--- src/rtl/pc_fetch_unit.sv ---
// pc_fetch_unit: holds the architectural PC, fetches one instruction at a time
// over a req/gnt/rvalid memory handshake, hands it to decode over valid/ready,
// and redirects on flush while discarding any response still in flight.
//
// state | meaning
// ------+---------------------------------------------------------------
// FETCH | request asserted at pc, waiting for imem_gnt
// WAIT  | request granted, waiting for imem_rvalid (unbounded latency)
// HOLD  | instruction presented to decode, waiting for inst_ready
// DRAIN | stale request outstanding after a flush, discard its response
module pc_fetch_unit #(
    parameter logic [29:0] RESET_PC = 30'h00000C00,
    parameter int          CNT_W    = 32
) (
    input  logic             clk,
    input  logic             rst_n,
    output logic [29:0]      pc,
    input  logic [29:0]      npc,
    output logic             imem_req,
    output logic [29:0]      imem_addr,
    input  logic             imem_gnt,
    input  logic             imem_rvalid,
    input  logic [31:0]      imem_rdata,
    output logic             inst_valid,
    output logic [31:0]      inst,
    output logic [29:0]      inst_pc,
    input  logic             inst_ready,
    input  logic             flush,
    input  logic [29:0]      flush_pc,
    output logic [CNT_W-1:0] fetch_cnt
);

    typedef enum logic [1:0] {
        FETCH = 2'd0,
        WAIT  = 2'd1,
        HOLD  = 2'd2,
        DRAIN = 2'd3
    } state_t;

    state_t state;

    localparam logic [CNT_W-1:0] CNT_ONE = {{(CNT_W-1){1'b0}}, 1'b1};

    // Output decode from state; the request is masked while reset is held
    // because the reset state is FETCH.
    assign imem_req   = rst_n && (state == FETCH);
    assign imem_addr  = pc;
    assign inst_valid = (state == HOLD);

    // Fetch sequencer: flush has priority over every other event in every state.
    always_ff @(posedge clk or negedge rst_n) begin
        if (!rst_n) begin
            state     <= FETCH;
            pc        <= RESET_PC;
            inst      <= 32'h0;
            inst_pc   <= 30'h0;
            fetch_cnt <= '0;
        end else begin
            case (state)
                FETCH: begin
                    if (flush) begin
                        pc <= flush_pc;
                        // A grant in the flush cycle already launched the old
                        // pc, so its response still has to be swallowed.
                        state <= imem_gnt ? DRAIN : FETCH;
                    end else if (imem_gnt) begin
                        state <= WAIT;
                    end
                end
                WAIT: begin
                    if (flush) begin
                        pc    <= flush_pc;
                        state <= imem_rvalid ? FETCH : DRAIN;
                    end else if (imem_rvalid) begin
                        inst    <= imem_rdata;
                        inst_pc <= pc;
                        state   <= HOLD;
                    end
                end
                HOLD: begin
                    if (flush) begin
                        pc    <= flush_pc;
                        state <= FETCH;
                    end else if (inst_ready) begin
                        pc        <= npc;
                        fetch_cnt <= fetch_cnt + CNT_ONE;
                        state     <= FETCH;
                    end
                end
                DRAIN: begin
                    if (flush) begin
                        pc <= flush_pc;
                    end
                    // The stale response ends the drain even if a flush lands
                    // in the same cycle; waiting for a second response would
                    // hang because only one request was ever outstanding.
                    if (imem_rvalid) begin
                        state <= FETCH;
                    end
                end
                default: state <= FETCH;
            endcase
        end
    end

endmodule

--- config.mk ---
export PLATFORM = sky130hd
export DESIGN_NAME = pc_fetch_unit
export DESIGN_NICKNAME = d
export VERILOG_FILES = /design/src/rtl/pc_fetch_unit.sv
export SDC_FILE = /design/constraint.sdc
export NUM_CORES = 1
export LEC_CHECK = 0
export CORE_ASPECT_RATIO = 1.2
export CORE_MARGIN = 1.5
export CORE_UTILIZATION = 45
export CTS_CLUSTER_SIZE = 10
export DETAILED_ROUTE_END_ITERATION = 10
export GPL_TIMING_DRIVEN = 0
export PLACE_DENSITY_LB_ADDON = 0.15
export SETUP_SLACK_MARGIN = 0.2
export SYNTH_ARGS = -nofsm -noshare
export SYNTH_HDL_FRONTEND = slang
export SYNTH_SLANG_ARGS = --single-unit
--- constraint.sdc ---
create_clock -name clk -period 2.99 [get_ports clk]
set_input_delay 0.598 -clock clk [delete_from_list [all_inputs] [get_ports clk]]
set_output_delay 0.598 -clock clk [all_outputs]
set_load 0.005 [all_outputs]
==> metrics.txt <==
outcome completed; MaxCap Viol Count 0; # diodes 0; global-route wire length before repair roughly 25 mm; clk root buf clkbuf_16; post-synthesis cell type count 39; Clk Latency, worst-skew pair ~0.41 ns; # nets final between 800 and 900; global route overflow 0; DRC viols 0; Fin. Hold Viols 0; Pins Over Slew Limit 0; hold slack 0.106 ns; Crit path arrival time roughly 2.0 ns; top cell type by total area after synthesis dfrtp_1; Setup Viol. Count Final 0; yosys warns 0; Port Buffers 252; wirelength, routed roughly 16 mm; initial core utilization 46.3%; final instance area about 9000 um2; drt initial violations between 100 and 150; CTS Buf Count 17; Core Region 12100 um2; fin cells approximately 890; num rows between 40 and 50; initial antenna violation count 0; commonest non-fill, non-tap cells in the layout clkdlybuf4s50_1, dfrtp_1, nand2_1; largest net degree at the start of global routing between 70 and 80; RSZ-0062 raised after global routing false; placed cell count roughly 860; Die Wd 105 um; sequential cell area fraction in the yosys report 56.3%; io pins around 250; Min-Delay Path Class primary input to async pin; Slew @ Worst Pin 0.634 ns; clk buf depth 2; fillcell total about 840; share of cells above drive strength 1 between 10% and 20%; syn_nets roughly 540; postcts setup bufs 0; GRT Overall Usage 24.9%; DP Wirelength 11.6 mm; CTS sink cnt 126; routed vias/inst 5.03; Crit path required time 2.39 ns; Period minus WS final about 2.6 ns; mean post-synth cell area 12.6 um2; fmax ~0.38 GHz; Peak VDD IR a little over 0.4 mV; die height between 100 and 150 um; Worst Path Class, Setup primary input to primary output; Final TNS setup 0 ns; Syn Inst Count between 400 and 500; vias in the first global route about 4.7k; period utilisation layout 86.9%; Layout area overhead 60.8%; Yosys top cell area share 55.4%; CP Launch Type primary input; Crit Path Max Fanout 56; routed len/inst about 18 um; synthesized flop and latch total 126; Clock Skews 0.00597 ns; Synth Cell Area 5610 um2; total iterations of the first detailed-routing run 4; H-tree depth 4; CP endpoint kind primary output; Worst-path clk slew roughly 0.06 ns; pwr/cell area about 780 nW/um2; Pleak 0.00410 uW; Vias between 4k and 5k; synth top area cells dfrtp_1, mux2_2, mux2i_1; Max-Slew Margin vs Limit ~58%; CTS tree built; ANT nets after route 0; most common cell after layout, fill and taps aside clkdlybuf4s50_1; dpl cell area 8360 um2; routability cong. 0.845; die area between 10000 and 15000 um2
-- metal layers --
layer / vias to the layer above / track usage [%] / part of all wire, %
met4: 0 / 8.78 / 2.5
met5: - / 0 / 0
met1: 2229 / 29.6 / 39
met3: 27 / 6.67 / 5.9
li1: 2064 / - / -
met2: 161 / 43.4 / 53
-- final timing paths --
path | startpoint | slack (ns) | end | cells after the start
max reg2reg | state[0] | 0.99 | inst[5] | 4
min | rst_n | 0.11 | inst[25] | 1
max in group asynchronous | rst_n | 2.29 | inst_pc[28] | 2
max | rst_n | 0.39 | imem_req | 4
min in group clk | inst[30] | 0.48 | inst[30] | 1
min reg2reg | inst[30] | 0.48 | inst[30] | 1
-- power by group --
group          internal [uW]  total (uW)  switching, uW  leakage [uW]
clock                   1430        2170            735      0.000303
combinational           1580        2320            747       0.00224
sequential              2220        2550            325       0.00155
-- sequential cells by signal, summed over array words and instances, names as in the netlist --
signal / count
imem_addr: 30
inst_pc: 30
fetch_cnt: 32
inst: 32
state: 2
-- worst max-delay path, cell delays in order --
cell and delay (ns):
buf_8 0.34, buf_16 0.27, and3_1 0.23, clkdlybuf4s50_1 0.52
-- stage by stage --
stage          setup slack (ns)  total power (uW)  util (%)
3_5_place_dp              0.188              4920      69.0
6_report                  0.391              7040      74.4
5_1_grt                   0.287              7390      74.4
2_1_floorplan              1.10              3360         -
3_3_place_gp              -3.98              4820      68.8
4_1_cts                   0.260              7100      74.2
-- final cells by class --
cell class | instances | area, um2 | area share [%]
Buffer | 50 | 319 | 3.54
Sequential cell | 126 | 3160 | 35.0
Timing Repair Buffer | 254 | 2580 | 28.6
Inverter | 8 | 30.0 | 0.333
Tap cell | 161 | 201 | 2.24
Clock inverter | 11 | 164 | 1.82
Clock buffer | 21 | 460 | 5.11
Multi-Input combinational cell | 260 | 2100 | 23.3
-- logic make-up after synthesis --
logic type / after synthesis / synth area share, %
multiplexers: 93 / 18.0
XOR/XNOR: 31 / 4.84
adder cells (fa/ha/maj): 1 / 0.223
AND/OR/NAND/NOR: 101 / 11.2
flip-flops: 126 / 56.3
buffers and inverters: 58 / 6.23
AO/OA/AOI/OAI: 34 / 3.17
-- Yosys cell counts (all sizes together) --
master  instances
xnor2          16
buf            43
and4            5
nor4            8
and4b           3
xor2           15
and2            4
o21ai          31
nor3            5
nor2b           1
nor3b           1
ha              1
o32ai           1
dfstp           2
dfrtp         124
inv             8
or3             1
nand2          40
a31oi           1
nand4           6
nor4bb          1
nor2            7
clkbuf          7
and3            3
nor4b           3
mux2i          30
a21o            1
nand4b          1
mux2           63
nand3          12
-- repair_timing --
action | in CTS | in global routing
endpoints found under the setup margin | 1 | 1
resized for setup | 1 | 0
gates cloned | 0 | 1
hold buffers | 0 | 0
No activity file was read; power rests on OpenSTA's default activity.
